**config.mk**
```make
export PLATFORM = sky130hd
export DESIGN_NAME = eth_rx_frame_ctrl_flat
export DESIGN_NICKNAME = d
export VERILOG_FILES = /design/src/rtl/eth_rx_frame_ctrl_if.sv /design/src/rtl/eth_rx_frame_ctrl.sv /design/src/flat_wrapper.sv
export SDC_FILE = /design/constraint.sdc
export NUM_CORES = 1
export LEC_CHECK = 0
export BUFFER_PORTS_ARGS = -buffer_cell sky130_fd_sc_hd__buf_4
export CAP_MARGIN = 40
export CORE_ASPECT_RATIO = 1.5
export CORE_MARGIN = 2
export CORE_UTILIZATION = 30
export DETAILED_ROUTE_END_ITERATION = 6
export SLEW_MARGIN = 10
export SYNTH_ARGS = -nofsm -noshare
export SYNTH_HDL_FRONTEND = slang
export SYNTH_SLANG_ARGS = --single-unit
```
**constraint.sdc**
```tcl
create_clock -name clk -period 3.05 [get_ports clk]
set_input_delay 0.305 -clock clk [delete_from_list [all_inputs] [get_ports clk]]
set_output_delay 0.305 -clock clk [all_outputs]
set_load 0.05 [all_outputs]
```
**src/rtl/eth_rx_frame_ctrl_if.sv**
```systemverilog
`default_nettype none
// ============================================================================
// Module  : eth_rx_frame_ctrl_if
// Brief   : RX stream, parser strobes, config, status handshake and counters
// Rev     : 1.0  initial release
// ============================================================================
interface eth_rx_frame_ctrl_if #(
  parameter int CNT_W = 32,
  parameter int LEN_W = 11
);
  // GMII stream and parser side
  logic             rx_valid;
  logic [7:0]       rx_data;
  logic             is_dst_mac;
  logic             is_payload_or_crc;
  logic             err_preamble_sfd;
  logic             err_incomplete;
  logic             crc_ok;

  // Configuration
  logic             cfg_enable;
  logic             cfg_promisc;
  logic             cfg_accept_bcast;
  logic [47:0]      cfg_mac_addr;

  // Payload gate and status handshake
  logic             payload_keep;
  logic             stat_valid;
  logic             stat_ready;
  logic             stat_accept;
  logic [2:0]       stat_reason;
  logic [LEN_W-1:0] stat_len;

  // Statistics
  logic [CNT_W-1:0] cnt_rx_ok;
  logic [CNT_W-1:0] cnt_drop_filter;
  logic [CNT_W-1:0] cnt_drop_err;
  logic [CNT_W-1:0] cnt_drop_ovf;

  modport master (
    output rx_valid, rx_data, is_dst_mac, is_payload_or_crc,
    output err_preamble_sfd, err_incomplete, crc_ok,
    output cfg_enable, cfg_promisc, cfg_accept_bcast, cfg_mac_addr,
    output stat_ready,
    input  payload_keep, stat_valid, stat_accept, stat_reason, stat_len,
    input  cnt_rx_ok, cnt_drop_filter, cnt_drop_err, cnt_drop_ovf
  );

  modport slave (
    input  rx_valid, rx_data, is_dst_mac, is_payload_or_crc,
    input  err_preamble_sfd, err_incomplete, crc_ok,
    input  cfg_enable, cfg_promisc, cfg_accept_bcast, cfg_mac_addr,
    input  stat_ready,
    output payload_keep, stat_valid, stat_accept, stat_reason, stat_len,
    output cnt_rx_ok, cnt_drop_filter, cnt_drop_err, cnt_drop_ovf
  );
endinterface
`default_nettype wire

```
**src/rtl/eth_rx_frame_ctrl.sv**
```systemverilog
`default_nettype none
// ============================================================================
// Module  : eth_rx_frame_ctrl
// Brief   : Per-frame RX controller: DA filter, payload gate, status, stats
// Rev     : 1.0  initial release
// ============================================================================
module eth_rx_frame_ctrl #(
  parameter int CNT_W = 32,
  parameter int LEN_W = 11
) (
  input  wire                clk,
  input  wire                rst,
  eth_rx_frame_ctrl_if.slave bus
);

  typedef enum logic [1:0] {
    S_IDLE    = 2'd0,
    S_HDR     = 2'd1,
    S_BODY    = 2'd2,
    S_DISCARD = 2'd3
  } state_t;

  localparam logic [2:0] C_RSN_OK   = 3'd0;
  localparam logic [2:0] C_RSN_FILT = 3'd1;
  localparam logic [2:0] C_RSN_PRE  = 3'd2;
  localparam logic [2:0] C_RSN_INC  = 3'd3;
  localparam logic [2:0] C_RSN_CRC  = 3'd4;

  state_t           state_q;
  logic             rx_valid_q;
  logic [47:0]      dst_q;
  logic             match_q;
  logic             err_pre_q;
  logic             err_inc_q;
  logic [LEN_W-1:0] len_q;

  logic             stat_valid_q;
  logic             stat_accept_q;
  logic [2:0]       stat_reason_q;
  logic [LEN_W-1:0] stat_len_q;
  logic [CNT_W-1:0] cnt_ok_q;
  logic [CNT_W-1:0] cnt_filt_q;
  logic [CNT_W-1:0] cnt_err_q;
  logic [CNT_W-1:0] cnt_ovf_q;

  logic             frame_start;
  logic             in_frame;
  logic             frame_end;
  logic             dst_match;
  logic             load_word;
  logic [2:0]       end_reason;

  assign frame_start = bus.rx_valid & ~rx_valid_q;
  assign in_frame    = (state_q == S_HDR) | (state_q == S_BODY);
  assign frame_end   = in_frame & ~bus.rx_valid;

  assign dst_match = bus.cfg_promisc
                   | (dst_q == bus.cfg_mac_addr)
                   | (bus.cfg_accept_bcast & (&dst_q));

  // The status slot accepts a new word when empty or being drained this cycle.
  assign load_word = frame_end & (~stat_valid_q | bus.stat_ready);

  // Error pulses arriving in the end cycle still count for this frame.
  always_comb begin
    end_reason = C_RSN_OK;
    if (err_pre_q | bus.err_preamble_sfd) begin
      end_reason = C_RSN_PRE;
    end else if (err_inc_q | bus.err_incomplete) begin
      end_reason = C_RSN_INC;
    end else if (!bus.crc_ok) begin
      end_reason = C_RSN_CRC;
    end else if ((state_q == S_HDR) || !match_q) begin
      end_reason = C_RSN_FILT;
    end
  end

  assign bus.payload_keep = (state_q == S_BODY) & bus.rx_valid & bus.is_payload_or_crc
                          & match_q & ~err_pre_q & ~err_inc_q;

  // Frame-tracking state machine
  always_ff @(posedge clk) begin
    if (rst) begin
      state_q    <= S_IDLE;
      rx_valid_q <= 1'b1;
      dst_q      <= '0;
      match_q    <= 1'b0;
      err_pre_q  <= 1'b0;
      err_inc_q  <= 1'b0;
      len_q      <= '0;
    end else begin
      rx_valid_q <= bus.rx_valid;
      case (state_q)
        S_IDLE: begin
          if (frame_start) begin
            state_q   <= bus.cfg_enable ? S_HDR : S_DISCARD;
            dst_q     <= '0;
            match_q   <= 1'b0;
            err_pre_q <= 1'b0;
            err_inc_q <= 1'b0;
            len_q     <= '0;
          end
        end
        S_HDR: begin
          if (!bus.rx_valid) begin
            state_q <= S_IDLE;
          end else if (bus.is_dst_mac) begin
            dst_q <= {dst_q[39:0], bus.rx_data};
          end else begin
            state_q <= S_BODY;
            match_q <= dst_match;
          end
        end
        S_BODY: begin
          if (!bus.rx_valid) begin
            state_q <= S_IDLE;
          end else if (bus.is_payload_or_crc && !(&len_q)) begin
            len_q <= len_q + 1'b1;
          end
        end
        S_DISCARD: begin
          if (!bus.rx_valid) begin
            state_q <= S_IDLE;
          end
        end
        default: state_q <= S_IDLE;
      endcase
      if (in_frame) begin
        if (bus.err_preamble_sfd) err_pre_q <= 1'b1;
        if (bus.err_incomplete)   err_inc_q <= 1'b1;
      end
    end
  end

  // Single-entry status register and saturating statistics
  always_ff @(posedge clk) begin
    if (rst) begin
      stat_valid_q  <= 1'b0;
      stat_accept_q <= 1'b0;
      stat_reason_q <= '0;
      stat_len_q    <= '0;
      cnt_ok_q      <= '0;
      cnt_filt_q    <= '0;
      cnt_err_q     <= '0;
      cnt_ovf_q     <= '0;
    end else begin
      if (load_word) begin
        stat_valid_q  <= 1'b1;
        stat_accept_q <= (end_reason == C_RSN_OK);
        stat_reason_q <= end_reason;
        stat_len_q    <= len_q;
        case (end_reason)
          C_RSN_OK:   if (!(&cnt_ok_q))   cnt_ok_q   <= cnt_ok_q + 1'b1;
          C_RSN_FILT: if (!(&cnt_filt_q)) cnt_filt_q <= cnt_filt_q + 1'b1;
          default:    if (!(&cnt_err_q))  cnt_err_q  <= cnt_err_q + 1'b1;
        endcase
      end else begin
        if (stat_valid_q && bus.stat_ready) begin
          stat_valid_q <= 1'b0;
        end
        if (frame_end && !(&cnt_ovf_q)) begin
          cnt_ovf_q <= cnt_ovf_q + 1'b1;
        end
      end
    end
  end

  assign bus.stat_valid      = stat_valid_q;
  assign bus.stat_accept     = stat_accept_q;
  assign bus.stat_reason     = stat_reason_q;
  assign bus.stat_len        = stat_len_q;
  assign bus.cnt_rx_ok       = cnt_ok_q;
  assign bus.cnt_drop_filter = cnt_filt_q;
  assign bus.cnt_drop_err    = cnt_err_q;
  assign bus.cnt_drop_ovf    = cnt_ovf_q;

endmodule
`default_nettype wire

```
**src/flat_wrapper.sv**
```systemverilog
// flat-port wrapper written by rule: the top's interface ports become plain ports
module eth_rx_frame_ctrl_flat 
#(
  parameter int CNT_W = 32,
  parameter int LEN_W = 11
)
  (clk, rst, bus_rx_valid, bus_rx_data, bus_is_dst_mac, bus_is_payload_or_crc, bus_err_preamble_sfd, bus_err_incomplete, bus_crc_ok, bus_cfg_enable, bus_cfg_promisc, bus_cfg_accept_bcast, bus_cfg_mac_addr, bus_stat_ready, bus_payload_keep, bus_stat_valid, bus_stat_accept, bus_stat_reason, bus_stat_len, bus_cnt_rx_ok, bus_cnt_drop_filter, bus_cnt_drop_err, bus_cnt_drop_ovf);
  eth_rx_frame_ctrl_if #(.CNT_W(CNT_W), .LEN_W(LEN_W)) bus_i ();
  input  wire clk;
  input  wire rst;
  input wire logic [$bits(bus_i.rx_valid)-1:0] bus_rx_valid;
  input wire logic [$bits(bus_i.rx_data)-1:0] bus_rx_data;
  input wire logic [$bits(bus_i.is_dst_mac)-1:0] bus_is_dst_mac;
  input wire logic [$bits(bus_i.is_payload_or_crc)-1:0] bus_is_payload_or_crc;
  input wire logic [$bits(bus_i.err_preamble_sfd)-1:0] bus_err_preamble_sfd;
  input wire logic [$bits(bus_i.err_incomplete)-1:0] bus_err_incomplete;
  input wire logic [$bits(bus_i.crc_ok)-1:0] bus_crc_ok;
  input wire logic [$bits(bus_i.cfg_enable)-1:0] bus_cfg_enable;
  input wire logic [$bits(bus_i.cfg_promisc)-1:0] bus_cfg_promisc;
  input wire logic [$bits(bus_i.cfg_accept_bcast)-1:0] bus_cfg_accept_bcast;
  input wire logic [$bits(bus_i.cfg_mac_addr)-1:0] bus_cfg_mac_addr;
  input wire logic [$bits(bus_i.stat_ready)-1:0] bus_stat_ready;
  output wire logic [$bits(bus_i.payload_keep)-1:0] bus_payload_keep;
  output wire logic [$bits(bus_i.stat_valid)-1:0] bus_stat_valid;
  output wire logic [$bits(bus_i.stat_accept)-1:0] bus_stat_accept;
  output wire logic [$bits(bus_i.stat_reason)-1:0] bus_stat_reason;
  output wire logic [$bits(bus_i.stat_len)-1:0] bus_stat_len;
  output wire logic [$bits(bus_i.cnt_rx_ok)-1:0] bus_cnt_rx_ok;
  output wire logic [$bits(bus_i.cnt_drop_filter)-1:0] bus_cnt_drop_filter;
  output wire logic [$bits(bus_i.cnt_drop_err)-1:0] bus_cnt_drop_err;
  output wire logic [$bits(bus_i.cnt_drop_ovf)-1:0] bus_cnt_drop_ovf;
  assign bus_i.rx_valid = bus_rx_valid;
  assign bus_i.rx_data = bus_rx_data;
  assign bus_i.is_dst_mac = bus_is_dst_mac;
  assign bus_i.is_payload_or_crc = bus_is_payload_or_crc;
  assign bus_i.err_preamble_sfd = bus_err_preamble_sfd;
  assign bus_i.err_incomplete = bus_err_incomplete;
  assign bus_i.crc_ok = bus_crc_ok;
  assign bus_i.cfg_enable = bus_cfg_enable;
  assign bus_i.cfg_promisc = bus_cfg_promisc;
  assign bus_i.cfg_accept_bcast = bus_cfg_accept_bcast;
  assign bus_i.cfg_mac_addr = bus_cfg_mac_addr;
  assign bus_i.stat_ready = bus_stat_ready;
  assign bus_payload_keep = bus_i.payload_keep;
  assign bus_stat_valid = bus_i.stat_valid;
  assign bus_stat_accept = bus_i.stat_accept;
  assign bus_stat_reason = bus_i.stat_reason;
  assign bus_stat_len = bus_i.stat_len;
  assign bus_cnt_rx_ok = bus_i.cnt_rx_ok;
  assign bus_cnt_drop_filter = bus_i.cnt_drop_filter;
  assign bus_cnt_drop_err = bus_i.cnt_drop_err;
  assign bus_cnt_drop_ovf = bus_i.cnt_drop_ovf;
  eth_rx_frame_ctrl #(.CNT_W(CNT_W), .LEN_W(LEN_W)) u_core (.clk(clk), .rst(rst), .bus(bus_i));
endmodule
```
## Word level (Yosys, flattened, before mapping)

Cells that the tools add are included.

- Memories kept: 0
- Output and inout port bits: 145
- Register bits: 209
- ROM bits: 0
- Memory bits (writable): 0
- Bits in latches: 0

- Reductions and logical operators: 28
- Div/mod/pow operators: 0
- Bitwise logic cells: 25
- Multipliers: 0
- Equality and inequality tests: 13
- $lt $le $gt $ge: 0
- Add/subtract/negate cells: 5
- Shift-type cells: 0
- Muxes and demuxes: 32

Operators with widths:

| operator | number |
|---|---|
| 48-bit two-way mux | 3 |
| 32-bit by 1-bit adder with 32-bit output, second input constant | 4 |
| 32-bit AND reduction | 4 |
| 48-bit case mux with 2 select lines | 1 |
| 48-bit equality test | 1 |
| 48-bit AND reduction | 1 |
| 11-bit two-way mux | 3 |
| 11-bit case mux with 2 select lines | 1 |
| 1-bit two-way mux | 14 |
| 2-bit != test, second input constant | 6 |
| 3-bit AND reduction | 4 |
| 4-bit AND reduction | 3 |
| 11-bit by 1-bit adder with 11-bit output, second input constant | 1 |
| 11-bit AND reduction | 1 |
| 2-bit two-way mux | 5 |
| 1-bit inverter | 10 |
| 1-bit AND | 9 |
| 3-bit two-way mux | 3 |
| 1-bit bitwise OR | 6 |
| 2-bit case mux with 3 select lines | 1 |
| 2-bit nonzero test | 3 |
| 2-bit equality test, second input constant | 2 |
| 2-bit OR reduction | 2 |
| 3-bit by 1-bit equality test with 1-bit output, second input constant | 1 |
| 10 further kinds | 14 |

## Depth between registers and ports, before layout

- Word-level depth: 10
- Mapped depth: 10

## Worst setup path after synthesis

OpenSTA, ideal clock, no wires.

- Path type: register to register
- Start: register u_core.cnt_ovf_q[0] (netlist: u_core.bus.cnt_drop_ovf[0])
- End: register u_core.cnt_ovf_q[20] (netlist: u_core.bus.cnt_drop_ovf[20])
- Data arrival time: 2,509 ps
- Setup time: 121 ps
- Buffers on the path: 1
- Cell stages (with the launch flop): 8
- Path slack: 420 ps
- Clock period less this slack: 2,630 ps
- Path through: dfxtp_1 > ha_1 > nand3_1 > nor4_1 > clkbuf_1 > nand2_1 > nor4_1 > mux2_2

- Cells in the longest elaborated chain, start to end: 4
- Elaborated cells on any way between the ends: 5
- Classes of those cells: add/sub: 1; reduce/logical: 4

RTL lines:

| element | line | source |
|---|---|---|
| from (decl) | eth_rx_frame_ctrl.sv:44 | `logic [CNT_W-1:0] cnt_ovf_q;` |
| from (signal assigned) | eth_rx_frame_ctrl.sv:162 | `cnt_ovf_q <= cnt_ovf_q + 1'b1;` |
| branches (longest 4 deep; another with 32-bit by 1-bit adder with 32-bit output) | - |  |

Parallel ways; which one is timed is not known.
A chain may end at the register's enable or synchronous reset.

## Worst setup path in the final report

- Start: register u_core.state_q[1]
- End: register u_core.cnt_filt_q[20] (netlist: u_core.bus.cnt_drop_filter[20])

- Cells in the longest elaborated chain, start to end: 8
- Elaborated cells on any way between the ends: 12
- Classes of those cells: eq/ne: 3; mux: 4; bitwise: 3; reduce/logical: 2

RTL lines:

| element | line | source |
|---|---|---|
| from (decl) | eth_rx_frame_ctrl.sv:29 | `state_t state_q;` |
| from (signal assigned) | eth_rx_frame_ctrl.sv:96 | `state_q <= bus.cfg_enable ? S_HDR : S_DISCARD;` |
| 2-bit by 1-bit equality test with 1-bit output | eth_rx_frame_ctrl.sv:54, eth_rx_frame_ctrl.sv:73 |  |
| 1-bit logical OR | eth_rx_frame_ctrl.sv:73 | `end else if ((state_q == S_HDR) \|\| !match_q) begin` |
| 1-bit two-way mux | eth_rx_frame_ctrl.sv:73 |  |
| 3-bit two-way mux | eth_rx_frame_ctrl.sv:71 | `end else if (!bus.crc_ok) begin` |
| 3-bit two-way mux | eth_rx_frame_ctrl.sv:69 | `end else if (err_inc_q \| bus.err_incomplete) begin` |
| 3-bit two-way mux | eth_rx_frame_ctrl.sv:67 | `if (err_pre_q \| bus.err_preamble_sfd) begin` |
| 3-bit by 1-bit equality test with 1-bit output | eth_rx_frame_ctrl.sv:152 | `case (end_reason)` |
| 3-bit AND reduction (no source line) * | - |  |
| to (signal assigned) | eth_rx_frame_ctrl.sv:154 | `C_RSN_FILT: if (!(&cnt_filt_q)) cnt_filt_q <= cnt_filt_q + 1'b1;` |
| to (decl) | eth_rx_frame_ctrl.sv:42 | `logic [CNT_W-1:0] cnt_filt_q;` |

Every way passes the cells marked *; elsewhere a longest branch is shown, timed or not.

==> flow_metrics.tcl <==
set metrics [dict create \
    wl_per_cell_um 17.3 \
    die_area_um2 36200 \
    ys_seq_elements 209 \
    grt_pass1_wl_um 52200 \
    finalWeightedCongestion 0.908 \
    cts_made_buffers 24 \
    ys_async_sr_fraction 0 \
    syn_nets 1323 \
    stdcell_area_um2 13400 \
    ys_warn_count 0 \
    tns_ns 0 \
    ys_seq_area_frac 0.403 \
    grt_usage 0.176 \
    worstPathMaxFanout 20 \
    startpoint_type "flip-flop" \
    layout_commonest_cell "buf_4" \
    finalPower_mw 6.68 \
    use_met3 0.0353 \
    synth_area_leaders "dfxtp_1, xnor2_1, a21oi_1, nor2_1, nand4_1" \
    layout_common_cells "buf_4, dfxtp_1, nor2_1" \
    antenna_found_initial 0 \
    drv_cap 0 \
    ir_drop_mv 0.457 \
    leakage_nw 4.55 \
    cts_max_level 1 \
    avgViaCountPerCell 5.48 \
    vias 10359 \
    drive_gt1_frac 0.219 \
    cts.sinks 209 \
    met2_usage 0.317 \
    clockRootBuffer "clkbuf_16" \
    cp.arrival_ns 3.16 \
    relSlewSlack 0.465 \
    syn_inst 1246 \
    clk-insertion-delay-late_ns 0.53 \
    core_um2 34200 \
    whs_ns 0.0308 \
    finalSetupViolCount 0 \
    syn_to_final_growth_pct 28.9 \
    min_period_ns 2.72 \
    finalNetCount 1525 \
    dp_hpwl_um 24100 \
    avgSynthCellArea_um2 8.34 \
    drt_iter0_markers 711 \
    synthFlopType "dfxtp_1" \
    drc 0 \
    path_clk_slew_ns 0.06 \
    grt_util_met1 0.204 \
    critPathRequiredTime_ns 3.49 \
    grt.busiest_layer "met2" \
    status "finished clean" \
    rows 83 \
    skew_ns 0.0244 \
    grt_max_degree 70 \
    syn_area_um2 10400 \
    synth_edf_count 0 \
    diodes 0 \
    grt_pass1_vias 9881 \
    portBuffers 212 \
    worstSetupEndpointType "flip-flop" \
    die_h_um 232 \
    grt-ovfl-total 0 \
    die_x_um 156 \
    tightest_slew_ns 0.796 \
    setup.worst_path.class "reg2reg" \
    synth_cell_types 63 \
    start_util 0.304 \
    pin_count 213 \
    cts_tree "done" \
    synth_top_area_frac 0.403 \
    placed_cell_area_um2 12500 \
    drt-total-wl_um 32700 \
    first_pass_iters 5 \
    drv_slew 0 \
    max_freq_ghz 0.367 \
    cts.path.max_buffers 3 \
    pwr_density_cell_nw_per_um2 498 \
    period_share 0.893 \
    hold_class "in2reg" \
    hold_viol 0 \
    synth_largest_area_cell "dfxtp_1" \
    rsz0062_at_grt "false" \
    ant_nets 0 \
]
## through the flow
stage                     setup slack (ns)   util  std cells
after floorplan                      0.420      -       1246
after detailed placement             0.122  0.366       1843
after global placement               0.228  0.366       1843
final                                0.327  0.392       1890
after CTS                           0.0951  0.391       1888
after global routing                 0.106  0.392       1890
## area by class of cell
class                      instances  area (µm²)
fill                            3481       20800
multi-input combinational        947        5870
sequential                       209        4180
timing repair buffer             244        1870
clock buffer                      36         716
tap                              425         532
clock inverter                     7         149
inverter                          22        82.6
## cell families (layout without fill, tap and decap cells)
logic type / after synthesis / count (layout) / synth area share
AOI/OAI and AO/OA: 282 / 282 / 0.170
xor gates and xnor gates: 75 / 75 / 0.0632
adders and majority gates: 9 / 9 / 0.0108
buffers and inverters: 90 / 309 / 0.0348
DFF: 209 / 209 / 0.403
muxes: 23 / 23 / 0.0247
and+or+nand+nor: 558 / 558 / 0.294
## sequential cells by signal, indices dropped and copies added, names as in the netlist, 2 cells and up
| register | flops |
|---|---|
| u_core.dst_q | 48 |
| u_core.bus.cnt_drop_err | 32 |
| u_core.bus.cnt_drop_filter | 32 |
| u_core.bus.cnt_drop_ovf | 32 |
| u_core.bus.cnt_rx_ok | 32 |
| u_core.bus.stat_len | 11 |
| u_core.len_q | 11 |
| u_core.bus.stat_reason | 3 |
| u_core.state_q | 2 |
## synthesized netlist by cell type (38+ instances only)
cell,number
nand2_1,78
a22oi_1,50
or3_1,39
a21oi_1,106
nor2_1,125
dfxtp_1,209
nand4_1,71
or4_1,38
nand3_1,63
xnor2_1,72
o31ai_1,39
o21ai_0,43
clkbuf_1,53
## worst max-delay path, cell delays in order, from the launching register on
cell and delay, ns:
dfxtp_1 0.39, inv_1 0.08, ha_1 0.37, nand2b_1 0.16, nor4_4 0.27, buf_4 0.34
nand4_1 0.14, buf_4 0.20, or4_1 0.50, a21oi_1 0.15
## power by group
part,total (mW),internal (mW),switching (mW)
Clock,3.14,1.96,1.18
Combinational,0.705,0.251,0.454
Sequential,2.83,2.78,0.0569
Total,6.68,4.99,1.69
## final timing paths
kind / startpoint / slack, ns / end / cells after the start
worst max register to register: u_core.state_q[1]$_SDFFE_PP0P_ / 0.33 / u_core.bus.cnt_drop_filter[20]$_SDFFE_PP0P_ / 9
worst min-delay path: bus_rx_data[6] / 0.03 / u_core.dst_q[6]$_SDFFE_PP0P_ / 3
worst max-delay path: u_core.state_q[1]$_SDFFE_PP0P_ / 0.33 / u_core.bus.cnt_drop_filter[20]$_SDFFE_PP0P_ / 9
worst min register to register: u_core.bus.stat_len[10]$_SDFFE_PP0P_ / 0.45 / u_core.bus.stat_len[10]$_SDFFE_PP0P_ / 2
## what timing repair did
action                                  CTS  global route
setup buffers                             0             2
gates resized for setup                   0             2
hold endpoints to repair                  2             0
hold buffers                              2             0
endpoints found under the setup margin    0             9
## per-layer routing
layer  vias to the layer above  wire length, µm
met4                         0             1020
li1                       5077                -
met3                        61             2050
met5                         -                0
met1                      4912            12800
met2                       309            16800
Note: power is estimated with default switching activity, not from simulation.
